### src/rtl/or_multi_pkg.sv
// Shared types and helpers for the or/and/intersect stimulus generator.
// Holds the FSM state encoding, default widths and the delay clamp used at start.
package or_multi_pkg;

    localparam int DLY_W_DEF   = 3;
    localparam int MAX_DLY_DEF = 7;
    localparam int CNT_W_DEF   = 8;

    typedef enum logic [1:0] {
        IDLE,
        ARM,
        RUN,
        DONE
    } state_t;

    // Zero would put the strobe on the a-rise cycle, so it is lifted to one;
    // anything beyond the legal maximum is pinned to the maximum.
    function automatic int unsigned clamp_dly(input int unsigned dly, input int unsigned max_dly);
        if (dly == 0) begin
            return 1;
        end else if (dly > max_dly) begin
            return max_dly;
        end else begin
            return dly;
        end
    endfunction

endpackage

### src/rtl/or_multi_stim_gen_if.sv
// Request/config inputs and stimulus outputs of the generator, bundled as one port.
// master drives requests (test harness), slave is the generator itself.
// Optional macro OR_MULTI_STIM_ERR_INJ_EN adds err_inj_i / err_run_o.
interface or_multi_stim_gen_if
    import or_multi_pkg::*;
#(
    parameter int DLY_W = DLY_W_DEF,
    parameter int CNT_W = CNT_W_DEF
);

    logic             start_i;
    logic [DLY_W-1:0] b_dly_i;
    logic [DLY_W-1:0] c_dly_i;
    logic             e_en_i;
    logic             a_o;
    logic             b_o;
    logic             c_o;
    logic             d_o;
    logic             e_o;
    logic             busy_o;
    logic             done_o;
    logic [CNT_W-1:0] run_cnt_o;
`ifdef OR_MULTI_STIM_ERR_INJ_EN
    logic             err_inj_i;
    logic             err_run_o;

    modport master (
        output start_i, b_dly_i, c_dly_i, e_en_i, err_inj_i,
        input  a_o, b_o, c_o, d_o, e_o, busy_o, done_o, run_cnt_o, err_run_o
    );

    modport slave (
        input  start_i, b_dly_i, c_dly_i, e_en_i, err_inj_i,
        output a_o, b_o, c_o, d_o, e_o, busy_o, done_o, run_cnt_o, err_run_o
    );
`else
    modport master (
        output start_i, b_dly_i, c_dly_i, e_en_i,
        input  a_o, b_o, c_o, d_o, e_o, busy_o, done_o, run_cnt_o
    );

    modport slave (
        input  start_i, b_dly_i, c_dly_i, e_en_i,
        output a_o, b_o, c_o, d_o, e_o, busy_o, done_o, run_cnt_o
    );
`endif

endinterface

### src/rtl/or_multi_pulse_tmr.sv
// Tick counter for one run. Tick 0 is the a-rise cycle; the b/c/d strobes are
// registered against the upcoming tick so they appear exactly on their tick.
// b_seen/d_seen stay set from the strobe cycle until the next load.
module or_multi_pulse_tmr #(
    parameter int MAX_DLY = 7,
    parameter int TICK_W  = 4
) (
    input  logic              clk,
    input  logic              rst_n,
    input  logic              load_i,
    input  logic              run_i,
    input  logic              b_mask_i,
    input  logic [TICK_W-1:0] b_dly_i,
    input  logic [TICK_W-1:0] c_dly_i,
    output logic              b_o,
    output logic              c_o,
    output logic              d_o,
    output logic              b_seen_o,
    output logic              d_seen_o,
    output logic              timeout_o
);

    logic [TICK_W-1:0] tick_q, tick_d;
    logic              b_q, b_d;
    logic              c_q, c_d;
    logic              d_q, d_d;
    logic              b_seen_q, b_seen_d;
    logic              d_seen_q, d_seen_d;

    // Next tick and strobe decode; delays are already clamped to at least one.
    always_comb begin
        tick_d   = tick_q;
        b_d      = 1'b0;
        c_d      = 1'b0;
        d_d      = 1'b0;
        b_seen_d = b_seen_q;
        d_seen_d = d_seen_q;
        if (load_i) begin
            tick_d   = '0;
            b_seen_d = 1'b0;
            d_seen_d = 1'b0;
        end else if (run_i) begin
            tick_d   = tick_q + TICK_W'(1);
            b_d      = !b_mask_i && (tick_d == b_dly_i);
            c_d      = (tick_d == c_dly_i);
            d_d      = (tick_d == (c_dly_i + TICK_W'(1)));
            b_seen_d = b_seen_q | b_d;
            d_seen_d = d_seen_q | d_d;
        end
    end

    // Tick and strobe registers, cleared immediately by reset.
    always_ff @(posedge clk or negedge rst_n) begin
        if (!rst_n) begin
            tick_q   <= '0;
            b_q      <= 1'b0;
            c_q      <= 1'b0;
            d_q      <= 1'b0;
            b_seen_q <= 1'b0;
            d_seen_q <= 1'b0;
        end else begin
            tick_q   <= tick_d;
            b_q      <= b_d;
            c_q      <= c_d;
            d_q      <= d_d;
            b_seen_q <= b_seen_d;
            d_seen_q <= d_seen_d;
        end
    end

    assign b_o       = b_q;
    assign c_o       = c_q;
    assign d_o       = d_q;
    assign b_seen_o  = b_seen_q;
    assign d_seen_o  = d_seen_q;
    assign timeout_o = b_mask_i && (tick_q == TICK_W'(MAX_DLY + 2));

endmodule

### src/rtl/or_multi_stim_gen.sv
// Stimulus generator feeding the or/and/intersect sequence checker.
// Each run: ARM (a low), RUN (a high, b/c/d at programmed ticks), DONE (done pulse).
// Optional macro OR_MULTI_STIM_ERR_INJ_EN: err_inj suppresses b, the run times
// out at tick MAX_DLY+2 and err_run pulses alongside done.
module or_multi_stim_gen
    import or_multi_pkg::*;
#(
    parameter int DLY_W   = DLY_W_DEF,
    parameter int MAX_DLY = MAX_DLY_DEF,
    parameter int CNT_W   = CNT_W_DEF
) (
    input  logic                clk,
    input  logic                rst_n,
    or_multi_stim_gen_if.slave  bus
);

    localparam int TICK_W = $clog2(MAX_DLY + 3);

    state_t            state_q;
    logic [TICK_W-1:0] b_dly_q;
    logic [TICK_W-1:0] c_dly_q;
    logic              e_en_q;
    logic              a_q;
    logic              e_q;
    logic              busy_q;
    logic              done_q;
    logic [CNT_W-1:0]  run_cnt_q;
    logic              b_mask;
    logic              b_seen;
    logic              d_seen;
    logic              timeout;
    logic              run_end;

`ifdef OR_MULTI_STIM_ERR_INJ_EN
    logic              err_inj_q;
    logic              err_run_q;
    assign b_mask         = err_inj_q;
    assign bus.err_run_o  = err_run_q;
`else
    assign b_mask = 1'b0;
`endif

    assign run_end = (state_q == RUN) && ((b_seen && d_seen) || timeout);

    or_multi_pulse_tmr #(
        .MAX_DLY (MAX_DLY),
        .TICK_W  (TICK_W)
    ) u_tmr (
        .clk       (clk),
        .rst_n     (rst_n),
        .load_i    (state_q == ARM),
        .run_i     (state_q == RUN),
        .b_mask_i  (b_mask),
        .b_dly_i   (b_dly_q),
        .c_dly_i   (c_dly_q),
        .b_o       (bus.b_o),
        .c_o       (bus.c_o),
        .d_o       (bus.d_o),
        .b_seen_o  (b_seen),
        .d_seen_o  (d_seen),
        .timeout_o (timeout)
    );

    // Run sequencer with registered a/e/busy/done and the completed-run counter.
    always_ff @(posedge clk or negedge rst_n) begin
        if (!rst_n) begin
            state_q   <= IDLE;
            b_dly_q   <= '0;
            c_dly_q   <= '0;
            e_en_q    <= 1'b0;
            a_q       <= 1'b0;
            e_q       <= 1'b0;
            busy_q    <= 1'b0;
            done_q    <= 1'b0;
            run_cnt_q <= '0;
`ifdef OR_MULTI_STIM_ERR_INJ_EN
            err_inj_q <= 1'b0;
            err_run_q <= 1'b0;
`endif
        end else begin
            e_q    <= 1'b0;
            done_q <= 1'b0;
`ifdef OR_MULTI_STIM_ERR_INJ_EN
            err_run_q <= 1'b0;
`endif
            case (state_q)
                IDLE: begin
                    if (bus.start_i) begin
                        b_dly_q <= TICK_W'(clamp_dly(32'(bus.b_dly_i), 32'(MAX_DLY)));
                        c_dly_q <= TICK_W'(clamp_dly(32'(bus.c_dly_i), 32'(MAX_DLY)));
                        e_en_q  <= bus.e_en_i;
`ifdef OR_MULTI_STIM_ERR_INJ_EN
                        err_inj_q <= bus.err_inj_i;
`endif
                        busy_q  <= 1'b1;
                        state_q <= ARM;
                    end
                end
                ARM: begin
                    a_q     <= 1'b1;
                    e_q     <= e_en_q;
                    state_q <= RUN;
                end
                RUN: begin
                    if (run_end) begin
                        a_q       <= 1'b0;
                        done_q    <= 1'b1;
                        run_cnt_q <= run_cnt_q + CNT_W'(1);
`ifdef OR_MULTI_STIM_ERR_INJ_EN
                        err_run_q <= err_inj_q;
`endif
                        state_q   <= DONE;
                    end
                end
                DONE: begin
                    busy_q  <= 1'b0;
                    state_q <= IDLE;
                end
                default: begin
                    a_q     <= 1'b0;
                    busy_q  <= 1'b0;
                    state_q <= IDLE;
                end
            endcase
        end
    end

    assign bus.a_o       = a_q;
    assign bus.e_o       = e_q;
    assign bus.busy_o    = busy_q;
    assign bus.done_o    = done_q;
    assign bus.run_cnt_o = run_cnt_q;

endmodule
### src/flat_wrapper.sv
// flat-port wrapper written by rule: the top's interface ports become plain ports
module or_multi_stim_gen_flat import or_multi_pkg::*;
#(
    parameter int DLY_W   = DLY_W_DEF,
    parameter int MAX_DLY = MAX_DLY_DEF,
    parameter int CNT_W   = CNT_W_DEF
)
  (clk, rst_n, bus_start_i, bus_b_dly_i, bus_c_dly_i, bus_e_en_i, bus_a_o, bus_b_o, bus_c_o, bus_d_o, bus_e_o, bus_busy_o, bus_done_o, bus_run_cnt_o);
  or_multi_stim_gen_if #(.DLY_W(DLY_W), .CNT_W(CNT_W)) bus_i ();
  input  logic clk;
  input  logic rst_n;
  input wire logic [$bits(bus_i.start_i)-1:0] bus_start_i;
  input wire logic [$bits(bus_i.b_dly_i)-1:0] bus_b_dly_i;
  input wire logic [$bits(bus_i.c_dly_i)-1:0] bus_c_dly_i;
  input wire logic [$bits(bus_i.e_en_i)-1:0] bus_e_en_i;
  output wire logic [$bits(bus_i.a_o)-1:0] bus_a_o;
  output wire logic [$bits(bus_i.b_o)-1:0] bus_b_o;
  output wire logic [$bits(bus_i.c_o)-1:0] bus_c_o;
  output wire logic [$bits(bus_i.d_o)-1:0] bus_d_o;
  output wire logic [$bits(bus_i.e_o)-1:0] bus_e_o;
  output wire logic [$bits(bus_i.busy_o)-1:0] bus_busy_o;
  output wire logic [$bits(bus_i.done_o)-1:0] bus_done_o;
  output wire logic [$bits(bus_i.run_cnt_o)-1:0] bus_run_cnt_o;
  assign bus_i.start_i = bus_start_i;
  assign bus_i.b_dly_i = bus_b_dly_i;
  assign bus_i.c_dly_i = bus_c_dly_i;
  assign bus_i.e_en_i = bus_e_en_i;
  assign bus_a_o = bus_i.a_o;
  assign bus_b_o = bus_i.b_o;
  assign bus_c_o = bus_i.c_o;
  assign bus_d_o = bus_i.d_o;
  assign bus_e_o = bus_i.e_o;
  assign bus_busy_o = bus_i.busy_o;
  assign bus_done_o = bus_i.done_o;
  assign bus_run_cnt_o = bus_i.run_cnt_o;
  or_multi_stim_gen #(.DLY_W(DLY_W), .MAX_DLY(MAX_DLY), .CNT_W(CNT_W)) u_core (.clk(clk), .rst_n(rst_n), .bus(bus_i));
endmodule
### config.mk
export PLATFORM = sky130hd
export DESIGN_NAME = or_multi_stim_gen_flat
export DESIGN_NICKNAME = d
export VERILOG_FILES = /design/src/rtl/or_multi_pkg.sv /design/src/rtl/or_multi_stim_gen_if.sv /design/src/rtl/or_multi_pulse_tmr.sv /design/src/rtl/or_multi_stim_gen.sv /design/src/flat_wrapper.sv
export SDC_FILE = /design/constraint.sdc
export NUM_CORES = 1
export LEC_CHECK = 0
export BUFFER_PORTS_ARGS = -buffer_cell sky130_fd_sc_hd__buf_2
export CORE_AREA = 2 2 73 75
export DETAILED_ROUTE_END_ITERATION = 10
export DIE_AREA = 0 0 75 77
export GPL_TIMING_DRIVEN = 0
export PLACE_DENSITY = 0.49
export SETUP_SLACK_MARGIN = 0.15
export SKIP_LAST_GASP = 1
export SYNTH_ARGS = -nofsm -noshare
export SYNTH_HDL_FRONTEND = slang
export SYNTH_SLANG_ARGS = --single-unit
### constraint.sdc
create_clock -name clk -period 2 [get_ports clk]
set_clock_uncertainty 0.05 [all_clocks]
set_input_delay 0 -clock clk [delete_from_list [all_inputs] [get_ports clk]]
set_output_delay 0 -clock clk [all_outputs]
set_load 0.02 [all_outputs]
## Word level (Yosys, flattened, before mapping)

Cells that the tools add are included.

- Register bits: 32
- Bits in latches: 0
- Memory bits (writable): 0
- Memory bits (read-only): 0
- Input bits: 10
- Output and inout bits: 15
- Logic and storage cells: 64
- Memories: 0

- Add/sub/neg operators: 3
- $mul: 0
- Div/mod/pow operators: 0
- Magnitude comparators: 0
- Equal/unequal tests: 8
- Shift operators: 0
- Multiplexer cells: 24
- Bitwise gates (word level): 2
- Reduce and logical (&&, ||, !) cells: 12

Operator list:

| kind | number |
|---|---|
| two-way mux 1 bit | 15 |
| == test 4 bit | 3 |
| AND reduction 2 bit | 5 |
| adder 4 x 1 -> 4 bit, second input constant | 2 |
| adder 8 x 1 -> 8 bit, second input constant | 1 |
| two-way mux 4 bit | 2 |
| case mux 2 bit (4 select lines) | 1 |
| zero test 3 bit | 2 |
| two-way mux 3 bit | 2 |
| == test 2 bit, second input constant | 2 |
| two-way mux 2 bit | 2 |
| case mux 1 bit (2 select lines) | 2 |
| nonzero test 2 bit | 2 |
| == test 2 x 1 -> 1 bit, second input constant | 1 |
| logical AND 1 bit | 2 |
| zero test 2 bit | 1 |
| inequality test 2 x 1 -> 1 bit, second input constant | 1 |
| inequality test 2 bit, second input constant | 1 |
| bitwise OR 1 bit | 2 |

## Longest topological paths before layout

Gate-level depths: netlist of the first run.

- Depth in word-level cells: 5
- Mapped depth: 6
- Mapped depth without buffers: 6

## Hierarchy

A second synthesis of the first run with hierarchy kept.

- Cell total of the unflattened synthesis: 130
- Area total of the unflattened synthesis: 1506.4 um^2

By module, submodules not included:

| module | instances | cells each | area each (um^2) | seq. area each (um^2) |
|---|---|---|---|---|
| or_multi_stim_gen | 1 | 77 | 930.9 | 525.5 |
| or_multi_pulse_tmr | 1 | 53 | 575.6 | 225.2 |

## Worst setup path before layout of the first run

OpenSTA, ideal clock, no wires.

- Path type: reg-to-reg
- Start: reg u_core.u_tmr.tick_q[0]
- End: reg u_core.u_tmr.d_q, in the netlist u_core.u_tmr.d_o
- Setup time: 0.080 ns
- Arrival: 1.698 ns
- Data required time: 1.870 ns
- Setup slack: 0.172 ns
- Cell stages (with the launch flop): 6
- Path buffers: 0
- Period minus slack after synthesis: 1.828 ns
- Cell sequence: dfrtp_1 -> ha_1 -> xnor2_1 -> xnor3_1 -> or3_4 -> nor3b_2

- Word-level cells in the longest chain between the ends: 4

RTL lines:

| what | line | text |
|---|---|---|
| start: declaration | or_multi_pulse_tmr.sv:23 | `logic [TICK_W-1:0] tick_q, tick_d;` |
| start signal: assignment | or_multi_pulse_tmr.sv:62 | `tick_q <= tick_d;` |
| adder 4 x 1 -> 4 bit | or_multi_pulse_tmr.sv:43 | `tick_d = tick_q + TICK_W'(1);` |
| == test 4 bit | or_multi_pulse_tmr.sv:46 | `d_d = (tick_d == (c_dly_i + TICK_W'(1)));` |
| two-way mux 1 bit | or_multi_pulse_tmr.sv:42 | `end else if (run_i) begin` |
| two-way mux 1 bit | or_multi_pulse_tmr.sv:38 | `if (load_i) begin` |
| via u_core.u_tmr.d_d | or_multi_pulse_tmr.sv:26 | `logic d_q, d_d;` |
| end signal: assignment | or_multi_pulse_tmr.sv:58 | `d_q <= 1'b0;` |
| end signal: assignment | or_multi_pulse_tmr.sv:65 | `d_q <= d_d;` |
| end: declaration | or_multi_pulse_tmr.sv:26 |  |

The timed path passes the listed nets, and every way through them passes these cells.
A chain may end at the register's enable or synchronous reset.

## Worst setup path in the final report of the first run

Same ends and word-level chain as after synthesis.

==> summary.md, run 1 <==
| Metric | Value |
|---|---|
| Total track usage | 10.9% |
| Hold-critical path depth | 4 |
| #FFs+latches synth | 30 |
| CTS Sinks | 30 |
| Port Buffers | 24 |
| Final Power | 0.00296 W |
| Max Slew Vio Count | 0 |
| Worst-path fanout max | 5 |
| Die width | 75 um |
| Ant. Diodes | 0 |
| Worst Max-Slew Pin Slew | 0.681 ns |
| Num CTS Buffers | 5 |
| WL/cell | 12.2 um |
| First-pass GRT wire length | 4.73 mm |
| Drt initial violations | 12 |
| Reg2Reg Depth | 5 |
| WHS Endpoint | u_core.bus.busy_o$_DFFE_PN0P_ |
| CTS clk-pin slew, worst paths | 0.07 ns |
| Area of the core | 0.00498 mm^2 |
| Lkg Pwr | 0.924 nW |
| Critical Path RT | 2.15 ns |
| CTS tree | yes |
| H-Tree Depth | 2 |
| Max Clk Rate | 0.556 GHz |
| Total Wirelength | 2.90 mm |
| Root Buffer | clkbuf_8 |
| Wire length on met3 | 159 um |
| P_int | 0.00184 W |
| Met2 WL | 1.44 mm |
| R2r startpoint | u_core.u_tmr.tick_q[0]$_DFFE_PN0P_ |
| EDFF count, synth | 0 |
| Initial cell density of the core | 29.1% |
| Multiplexer area fraction after synthesis | 6.05% |
| Crit. End Element | register |
| Psw | 0.00112 W |
| RSZ-0062 raised after global routing | no |
| Clock network fraction of total power | 17.4% |
| Post-synthesis simple-gate area fraction | 14.0% |
| FILL cells | 516 |
| Combinational share of power | 48.1% |
| Final critical-path required period | 1.80 ns |
| Seq pwr share | 34.5% |
| M1 wire length | 1.24 mm |
| WP data arrival | 1.95 ns |
| DR pass1 iterations | 4 |
| Area leader, netlist | dfrtp_1 |
| Final Hold Viols | 0 |
| Vias | 1048 |
| Antenna violations before repair | 0 |
| Gpl congestion | 0.728 |
| YS warnings | 0 |
| Compound-Gate Fraction of Synth Area | 6.14% |
| Die area | 0.00578 mm^2 |
| Main combinational cell family by area after synthesis | simple AND/OR/NAND/NOR gates |
| Number of core rows | 26 |
| Max cap viols | 0 |
| Vias in the first global route | 1031 |
| Largest net degree at the start of global routing | 31 |
| Post-Syn Instances | 125 |
| Final ANT Viol Nets | 0 |
| XOR/XNOR Fraction of Synth Area | 13.8% |
| Top-level I/O count | 25 |
| # DRC | 0 |
| Via/cell ratio | 4.40 |
| Worst Hold Class | input pin to register |
| P per Cell Area | 1560 mW/mm^2 |
| Count of different cell masters after synthesis | 30 |
| Switch share | 37.9% |
| Hold Crit Start | bus_start_i |
| Reg2reg setup slack | 0.20 ns |
| Crit share post-route | 90.0% |
| Syn nets | 142 |
| Grt total ovfl | 0 |
| Synth-to-layout area growth | 30.9% |
| Status | complete, no violations |
| R2R Path End | u_core.u_tmr.d_o$_DFF_PN0_ |
| Post-synthesis adder-cell area fraction | 6.05% |
| Max layer used | met4 |
| Ys async rst share | 100% |
| Sequential-to-total area share from yosys stat | 51.9% |
| CP startpoint kind | register |
| Final #Nets | 184 |
| Crit Path Class | register to register |
| Mean post-synth cell area | 11.6 um^2 |
| Clk Latency, worst-skew pair | 0.28 ns |
| Post-synthesis cell area | 0.00145 mm^2 |
| Final setup viols | 0 |
| Slew HR | 54.6% |
| Post-synth top area share | 51.9% |
| Top_reg_cell synth | dfrtp_1 |
| Util after Layout | 38.1% |
| DP Wirelength | 1.97 mm |
| Layout cells sized above 1 | 31.0% |
| Largest cells by area after synthesis | dfrtp_1 52%, xnor2_1 6.7%, ha_1 6.1% |
| VDD IR max | 0.708 mV |
| Clock Path Buffers | 2 |
| Height of the die | 77 um |
-- power by group through the flow --
| stage | Clock [W] | Combinational [W] | Sequential (W) |
|---|---|---|---|
| 3_5_place_dp | 0 | 0.00125 | 0.00102 |
| 2_1_floorplan | 0 | 0.000924 | 0.00105 |
| 3_3_place_gp | 0 | 0.00122 | 0.00101 |
| 5_1_grt | 0.000569 | 0.00159 | 0.00106 |
| 4_1_cts | 0.000533 | 0.00133 | 0.00101 |
| 6_report | 0.000514 | 0.00143 | 0.00102 |
-- logic make-up after synthesis --
family / count (synthesis)
adder cells (fa/ha/maj): 7
AO/OA/AOI/OAI: 15
buffers and inverters: 8
AND/OR/NAND/NOR: 39
XOR/XNOR: 18
multiplexers: 8
flip-flops: 30
-- registers in the layout (all words and copies together), names as in the netlist --
| register | cells |
|---|---|
| u_core.b_dly_q | 3 |
| u_core.bus.a_o | 1 |
| u_core.bus.busy_o | 1 |
| u_core.bus.done_o | 1 |
| u_core.bus.e_o | 1 |
| u_core.bus.run_cnt_o | 8 |
| u_core.c_dly_q | 3 |
| u_core.e_en_q | 1 |
| u_core.state_q | 2 |
| u_core.u_tmr.b_o | 1 |
| u_core.u_tmr.b_seen_o | 1 |
| u_core.u_tmr.c_o | 1 |
| u_core.u_tmr.d_o | 1 |
| u_core.u_tmr.d_seen_o | 1 |
| u_core.u_tmr.tick_q | 4 |
-- through the flow --
| stage | worst slack (ns) | setup TNS, ns | hold slack [ns] | cell area, um^2 | std cells |
|---|---|---|---|---|---|
| CTS | 0.158 | 0 | 0.00594 | 1850 | 236 |
| finish | 0.200 | 0 | 0.0127 | 1890 | 238 |
| global placement | -0.0104 | -0.0104 | 0.0210 | 1660 | 219 |
| detailed placement | -0.0275 | -0.0275 | 0.0451 | 1660 | 219 |
| floorplan | 0.172 | 0 | -0.346 | 1450 | 125 |
| global route | 0.137 | 0 | 0.0590 | 1890 | 238 |
-- layout make-up --
type	count	area, um^2	share of cell area [%]
timing repair buffer	35	223	11.8
inverter	7	26.3	1.39
multi-input combinational	87	706	37.3
buffer	1	5.00	0.264
clock inverter	2	12.5	0.661
sequential	30	752	39.7
clock buffer	6	82.6	4.36
tap	70	87.6	4.62
-- worst max path at each step --
stage | slack (ns) | start | endpoint
2_1_floorplan | 0.17 | u_core.u_tmr.tick_q[0]$_DFFE_PN0P_ | u_core.u_tmr.d_o$_DFF_PN0_
3_3_place_gp | -0.01 | u_core.u_tmr.tick_q[0]$_DFFE_PN0P_ | u_core.u_tmr.d_o$_DFF_PN0_
3_5_place_dp | -0.03 | u_core.u_tmr.tick_q[0]$_DFFE_PN0P_ | u_core.u_tmr.d_o$_DFF_PN0_
4_1_cts | 0.16 | u_core.u_tmr.tick_q[0]$_DFFE_PN0P_ | u_core.u_tmr.d_o$_DFF_PN0_
5_1_grt | 0.14 | u_core.u_tmr.tick_q[0]$_DFFE_PN0P_ | u_core.u_tmr.d_o$_DFF_PN0_
6_report | 0.20 | u_core.u_tmr.tick_q[0]$_DFFE_PN0P_ | u_core.u_tmr.d_o$_DFF_PN0_
-- critical path, stage by stage (launching register included) --
cell,delay [ns]
dfrtp_2,0.46
ha_4,0.21
xnor2_4,0.19
xnor3_1,0.24
or3_4,0.39
nor3b_2,0.19
-- cell usage after synthesis (all sizes together), types with 4 or more instances --
master and n:
dfrtp 30, ha 7, inv 7, mux2 6, nand2 12, nand3 10
nor2 6, o21ai 7, xnor2 11, xor2 4
-- per-layer routing --
layer	track usage (%)	vias up
li1	-	511
met1	11.9	505
met2	18.1	25
met3	3.94	7
met4	5.36	0
met5	0	-
-- placed cells by master (no fill, tap or decap), types with 4 or more instances in the layout --
cell	count
dlygate4sd3_1	8
inv_1	7
nand2_1	12
nand3_1	10
o21ai_0	6
nor2_1	5
xnor2_1	10
mux2_2	6
xor2_1	4
ha_1	6
dfrtp_1	29
buf_2	24
clkbuf_8	6
-- timing repair --
item / 4_1_cts / 5_1_grt
endpoints found under the hold margin: 37 / 0
hold buffers: 8 / 0
resized for setup: 3 / 6
setup buffers: 1 / 2
setup endpoints to repair: 3 / 5
pin swaps: 1 / 1
Power figures use the tool's default switching activity.
==> run 2, diff against run 1 <==
--- a/config.mk
+++ b/config.mk
@@ -6,13 +6,14 @@
 export NUM_CORES = 1
 export LEC_CHECK = 0
 export BUFFER_PORTS_ARGS = -buffer_cell sky130_fd_sc_hd__buf_2
-export CORE_AREA = 2 2 73 75
+export CORE_AREA = 2 2 74 76
 export DETAILED_ROUTE_END_ITERATION = 10
-export DIE_AREA = 0 0 75 77
+export DIE_AREA = 0 0 76 78
 export GPL_TIMING_DRIVEN = 0
 export PLACE_DENSITY = 0.49
 export SETUP_SLACK_MARGIN = 0.15
 export SKIP_LAST_GASP = 1
 export SYNTH_ARGS = -nofsm -noshare
 export SYNTH_HDL_FRONTEND = slang
+export SYNTH_HIERARCHICAL = 1
 export SYNTH_SLANG_ARGS = --single-unit
==> run 2 against run 1 <==
  * Design area grew 0.33%
  * Fmax grew 4.9%
  * First-iteration DRC count rose to 4.5 times the previous value
  * Worst setup slack gained 0.084 ns
  * Critical path type unchanged
  * Critical endpoint is now u_core/u_tmr/b_seen_o$_DFFE_PN0P_
  * Largest power group unchanged
==> summary.md, run 2 <==
| Metric | Value |
|---|---|
| Final critical-path required period | 1.72 ns (-0.0836 ns) |
| Largest cells by area after synthesis | dfrtp_1 50%, ha_1 7.5%, xnor2_1 7.0% |
| Num CTS Buffers | 5 (unchanged) |
| Port Buffers | 24 (unchanged) |
| H-Tree Depth | 2 (unchanged) |
| Drt initial violations | 54 (+42) |
| Crit share post-route | 85.8% (-4.2 points) |
| Critical Path RT | 2.12 ns (-0.03 ns) |
| CP startpoint kind | register |
| Post-synthesis cell area | 0.00151 mm^2 (+4.1%) |
| Ys async rst share | 100% (unchanged) |
| Layout cells sized above 1 | 26.2% (-4.8 points) |
| RSZ-0062 raised after global routing | no |
| Clock Path Buffers | 2 (unchanged) |
| Grt total ovfl | 0 (unchanged) |
| Final ANT Viol Nets | 0 (unchanged) |
| CTS tree | yes |
| WL/cell | 11.3 um (-7.7%) |
| Count of different cell masters after synthesis | 32 (+6.7%) |
| WP data arrival | 1.83 ns (-0.12 ns) |
| # DRC | 0 (unchanged) |
| Clk Latency, worst-skew pair | 0.27 ns (about the same) |
| Top cells by count, synth | 30 x dfrtp_1, 13 x nor2_1, 12 x xnor2_1, 9 x ha_1, 9 x xor2_1 |
| Vias | 1043 (-0.48%) |
| Final setup viols | 0 (unchanged) |
| Reg2Reg Depth | 5 (unchanged) |
| Max cap viols | 0 (unchanged) |
| Area of the core | 0.00504 mm^2 (+1.3%) |
| Die area | 0.00593 mm^2 (+2.6%) |
| Slew HR | 55.0% (+0.38 points) |
| Crit Path Class | register to register |
| Area leader, netlist | dfrtp_1 |
| Gpl congestion | 0.714 (-2.0%) |
| Top_reg_cell synth | dfrtp_1 |
| Highest-count cells in the layout ignoring fill and taps | 30 x dfrtp_1, 24 x buf_2, 13 x nor2_1 |
| Root Buffer | clkbuf_8 |
| Lkg Pwr | 0.934 nW (+1.1%) |
| Max Clk Rate | 0.583 GHz (+4.9%) |
| CTS Sinks | 30 (unchanged) |
| Crit. End Element | register |
| Post-synth top area share | 49.8% (-2.0 points) |
| Total track usage | 10.3% (-0.54 points) |
| CTS clk-pin slew, worst paths | 0.06 ns (about the same) |
| Worst Hold Class | input pin to asynchronous set/reset pin |
| Height of the die | 78 um (+1.3%) |
| Sequential-to-total area share from yosys stat | 49.8% (-2.0 points) |
| Number of core rows | 26 (unchanged) |
| Ant. Diodes | 0 (unchanged) |
| P per Cell Area | 1270 mW/mm^2 (-19%) |
| Synth-to-layout area growth | 26.2% |
| Initial cell density of the core | 29.9% (+0.79 points) |
| Total Wirelength | 2.72 mm (-6.1%) |
| YS warnings | 6 (+6) |
| Worst Max-Slew Pin Slew | 0.675 ns (-0.00570 ns) |
| EDFF count, synth | 0 (unchanged) |
| Reg2reg setup slack | 0.28 ns (+0.08 ns) |
| Vias in the first global route | 1042 (+1.1%) |
| Die width | 76 um (+1.3%) |
| VDD IR max | 0.441 mV (-38%) |
| FILL cells | 501 (-2.9%) |
| Mean post-synth cell area | 11.6 um^2 (about the same) |
| R2r startpoint | u_core/state_q[0]$_DFFE_PN0P_ |
| Final #Nets | 192 (+4.3%) |
| Worst-path fanout max | 13 (+8) |
| Antenna violations before repair | 0 (unchanged) |
| Max Slew Vio Count | 0 (unchanged) |
| Most common cell in the netlist | dfrtp_1 |
| Largest net degree at the start of global routing | 31 (unchanged) |
| First-pass GRT wire length | 4.76 mm (+0.74%) |
| DR pass1 iterations | 4 (unchanged) |
| Most common cell after layout, fill and taps aside | dfrtp_1 |
| R2R Path End | u_core/u_tmr/b_seen_o$_DFFE_PN0P_ |
| Status | complete, no violations |
| Top-level I/O count | 25 (unchanged) |
| #FFs+latches synth | 30 (unchanged) |
| Max reg flops | 8 (unchanged) |
| Final Hold Viols | 0 (unchanged) |
| Util after Layout | 37.7% (-0.37 points) |
| Post-Syn Instances | 130 (+4.0%) |
| DP Wirelength | 2.03 mm (+3.1%) |
| Setup TNS | 0 ns (unchanged) |
| Via/cell ratio | 4.31 (-2.1%) |
==> run 2: cell count changes in the layout (fill, tap and decap cells not counted), sizes merged, moves of 3 or more <==
cell	previous run	this run
buf	27	24
conb	0	4
nand2	12	8
nand3	10	5
nand4	0	4
nor2	6	13
o21ai	7	4
xnor2	11	14
xor2	4	9
==> run 2: final cells by class <==
class | count | area (um^2) | area share (%)
well taps | 70 | 87.6 | 4.61
multi-input cells | 97 | 746 | 39.2
inverters | 5 | 18.8 | 0.987
repair buffers | 33 | 210 | 11.1
flip-flops and latches | 30 | 751 | 39.5
plain buffers | 1 | 5.00 | 0.263
clock buffers | 6 | 82.6 | 4.34
==> run 2: layer usage <==
layer,global-route usage [%],vias to the layer above,part of all wire (%)
li1,-,519,-
met1,11.8,499,45
met2,17.0,20,49
met3,3.84,5,4.3
met4,5.45,0,2.1
met5,0,-,0
==> run 2: cell families after synthesis <==
kind of cell | after synthesis | share of synthesized area (%)
xor+xnor | 24 | 15.9
flops | 30 | 49.8
fa+ha+maj | 9 | 7.48
buf+inv | 6 | 1.58
simple gates | 41 | 14.2
compound gates | 12 | 5.23
other cells | 1 | 0.249
mux | 7 | 5.48
==> run 2: critical path, stage by stage (launching register included) <==
cell and delay, ns:
dfrtp_1 0.41, inv_1 0.13, ha_2 0.36, nor2b_1 0.24, nand3_1 0.12, o32ai_1 0.30
==> run 2: how the worst max path moves through the flow <==
stage	cells past startpoint	from	end	slack, ns
finish	5	u_core/state_q[0]$_DFFE_PN0P_	u_core/u_tmr/b_seen_o$_DFFE_PN0P_	0.28
global route	5	u_core/state_q[0]$_DFFE_PN0P_	u_core/u_tmr/b_seen_o$_DFFE_PN0P_	0.16
CTS	5	u_core/state_q[0]$_DFFE_PN0P_	u_core/u_tmr/b_seen_o$_DFFE_PN0P_	0.26
detailed placement	5	u_core/state_q[0]$_DFFE_PN0P_	u_core/u_tmr/b_seen_o$_DFFE_PN0P_	0.14
global placement	5	u_core/state_q[0]$_DFFE_PN0P_	u_core/u_tmr/b_seen_o$_DFFE_PN0P_	0.24
floorplan	5	u_core/state_q[0]$_DFFE_PN0P_	u_core/u_tmr/b_seen_o$_DFFE_PN0P_	0.46
==> run 2: stage by stage <==
| step | std cells | setup slack, ns | area (um^2) | total power (W) | hold slack [ns] |
|---|---|---|---|---|---|
| after floorplan | 133 | 0.465 | 1520 | 0.00172 | -0.346 |
| after global placement | 227 | 0.240 | 1730 | 0.00192 | 0.0199 |
| after detailed placement | 227 | 0.142 | 1730 | 0.00196 | 0.0277 |
| after CTS | 242 | 0.265 | 1900 | 0.00246 | 0.266 |
| after global routing | 242 | 0.163 | 1900 | 0.00262 | 0.325 |
| final | 242 | 0.284 | 1900 | 0.00241 | 0.244 |
==> run 2: power breakdown <==
group	internal (W)	switching [W]	total [W]
combinational	0.000501	0.000491	0.000993
sequential	0.000787	0.000167	0.000954
clock	0.000265	0.000202	0.000467
total	0.00155	0.000861	0.00241
==> run 2: timing repair <==
action,in CTS,in global routing
setup endpoints to repair,1,0
hold buffers,9,0
resized for setup,1,0
endpoints found under the hold margin,38,0
buffers inserted,0,0
==> run 3, diff against run 2 <==
==> constraint.sdc (replaced) <==
create_clock -name clk -period 2 [get_ports clk]
set_clock_uncertainty 0.05 [all_clocks]
set_input_delay 0.1 -clock clk [delete_from_list [all_inputs] [get_ports clk]]
set_output_delay 0.1 -clock clk [all_outputs]
set_load 0.02 [all_outputs]
==> run 3 against run 2 <==
  * Via count decreased by 3.0%
  * First-iteration DRC count increased by 30%
  * Fmax barely moved
  * Design area is 3.7% lower
  * Die area unchanged
  * Wire length fell by 1.6%
  * Clock-buffer cell count unchanged
  * Worst hold slack worse by 0.22 ns
  * Combinational power is 1% lower
==> summary.md, run 3 (synthesis gave the netlist of run 2 again) <==
| Metric | Value |
|---|---|
| CTS tree | yes |
| Synth-to-layout area growth | 21.5% |
| Num CTS Buffers | 5 (unchanged) |
| H-Tree Depth | 2 (unchanged) |
| Area of the core | 0.00504 mm^2 (unchanged) |
| Max Slew Vio Count | 0 (unchanged) |
| Vias in the first global route | 1034 (-0.77%) |
| Die width | 76 um (unchanged) |
| Final Power | 0.00240 W (-0.60%) |
| Setup TNS | 0 ns (unchanged) |
| WP data arrival | 1.83 ns (about the same) |
| Die area | 0.00593 mm^2 (unchanged) |
| First-pass GRT wire length | 4.65 mm (-2.3%) |
| Final Hold Viols | 0 (unchanged) |
| Via/cell ratio | 4.31 (about the same) |
| Clk Latency, worst-skew pair | 0.27 ns (about the same) |
| P per Cell Area | 1310 mW/mm^2 (+3.2%) |
| CP startpoint kind | register |
| Total track usage | 10.1% (-0.20 points) |
| Layout cells sized above 1 | 27.3% (+1.1 points) |
| DP Wirelength | 2.03 mm (unchanged) |
| Number of core rows | 26 (unchanged) |
| Final setup viols | 0 (unchanged) |
| Height of the die | 78 um (unchanged) |
| Max reg flops | 8 (unchanged) |
| Worst-path fanout max | 13 (unchanged) |
| Worst Max-Slew Pin Slew | 0.674 ns (-0.000731 ns) |
| Final critical-path required period | 1.72 ns (-0.000607 ns) |
| DR pass1 iterations | 4 (unchanged) |
| Max cap viols | 0 (unchanged) |
| Total Wirelength | 2.68 mm (-1.6%) |
| Reg2reg setup slack | 0.28 ns (about the same) |
| Root Buffer | clkbuf_8 |
| Drt initial violations | 70 (+30%) |
| RSZ-0062 raised after global routing | no |
| Max Clk Rate | 0.583 GHz (about the same) |
| Crit share post-route | 85.8% (about the same) |
| Initial cell density of the core | 29.9% (unchanged) |
| Slew HR | 55.1% (about the same) |
| CTS clk-pin slew, worst paths | 0.06 ns (about the same) |
| Crit. End Element | register |
| Highest-count cells in the layout ignoring fill and taps | 30 x dfrtp_1, 24 x buf_2, 13 x nor2_1 |
| Ant. Diodes | 0 (unchanged) |
| Antenna violations before repair | 0 (unchanged) |
| Port Buffers | 24 (unchanged) |
| Grt total ovfl | 0 (unchanged) |
| Vias | 1012 (-3.0%) |
| Gpl congestion | 0.714 (unchanged) |
| Final hold slack | 0.0231 ns (-0.221 ns) |
| Critical Path RT | 2.12 ns (about the same) |
| Crit Path Class | register to register |
| # DRC | 0 (unchanged) |
| Worst Hold Class | input pin to register |
| Final ANT Viol Nets | 0 (unchanged) |
| CTS Sinks | 30 (unchanged) |
| Setup Buffers After CTS | 0 (unchanged) |
| WL/cell | 11.4 um (+1.4%) |
| Clock Path Buffers | 2 (unchanged) |
| Final #Nets | 185 (-3.6%) |
| Most common cell after layout, fill and taps aside | dfrtp_1 |
| Status | complete, no violations |
| VDD IR max | 0.433 mV (-1.8%) |
| Largest net degree at the start of global routing | 31 (unchanged) |
| Lkg Pwr | 0.905 nW (-3.1%) |
| Top-level I/O count | 25 (unchanged) |
==> run 3: cell types whose count changed in the layout (fill, tap and decap cells not counted) <==
cell	previous run	this run
dlygate4sd3_1	9	2
==> run 3: path summary, 6_finish.rpt <==
path | start | endpoint | cells after the start
worst max-delay path | u_core/state_q[0]$_DFFE_PN0P_ | u_core/u_tmr/b_seen_o$_DFFE_PN0P_ | 5
worst min-delay path | bus_b_dly_i[1] | u_core/b_dly_q[1]$_DFFE_PN0P_ | 2
worst max register to register | u_core/state_q[0]$_DFFE_PN0P_ | u_core/u_tmr/b_seen_o$_DFFE_PN0P_ | 5
worst min register to register | u_core/bus.run_cnt_o[7]$_DFFE_PN0P_ | u_core/bus.run_cnt_o[7]$_DFFE_PN0P_ | 1
max in group asynchronous | rst_n | u_core/bus.done_o$_DFF_PN0_ | 2
min in group asynchronous | rst_n | u_core/e_en_q$_DFFE_PN0P_ | 2
==> run 3: power by group <==
part | switching [W] | internal [W] | total (W)
combinational | 0.000489 | 0.000492 | 0.000981
sequential | 0.000168 | 0.000787 | 0.000954
clock | 0.000199 | 0.000264 | 0.000463
total | 0.000855 | 0.00154 | 0.00240
==> run 3: repair_timing <==
action / in CTS / in global routing
resized for setup: 1 / 0
endpoints found under the hold margin: 31 / 0
setup endpoints to repair: 1 / 0
hold buffers: 2 / 0
==> run 3: cell type report <==
| cell class | count | area [um^2] |
|---|---|---|
| multi-input cells | 97 | 746 |
| flip-flops and latches | 30 | 751 |
| fillers | 510 | 3210 |
| repair buffers | 26 | 140 |
| inverters | 5 | 18.8 |
| well taps | 70 | 87.6 |
| plain buffers | 1 | 5.00 |
| clock buffers | 6 | 82.6 |
==> run 3: metrics by stage <==
stage / utilization, % / cell area [um^2] / std cells / setup slack (ns)
6_report: 36.3 / 1830 / 235 / 0.284
5_1_grt: 36.3 / 1830 / 235 / 0.163
4_1_cts: 36.3 / 1830 / 235 / 0.265
3_5_place_dp: 34.2 / 1730 / 227 / 0.142
3_3_place_gp: 34.2 / 1730 / 227 / 0.240
2_1_floorplan: - / 1520 / 133 / 0.465
==> run 3: critical path: stages (launching register included) <==
cell     delay, ns
dfrtp_1       0.41
inv_1         0.13
ha_2          0.36
nor2b_1       0.24
nand3_1       0.12
o32ai_1       0.30
==> run 3: layer usage <==
layer / vias up / track usage, % / routed length (um)
met1: 480 / 11.2 / 1200
met3: 5 / 3.84 / 116
met5: - / 0 / 0
li1: 505 / - / -
met4: 0 / 5.45 / 57
met2: 22 / 17.0 / 1310
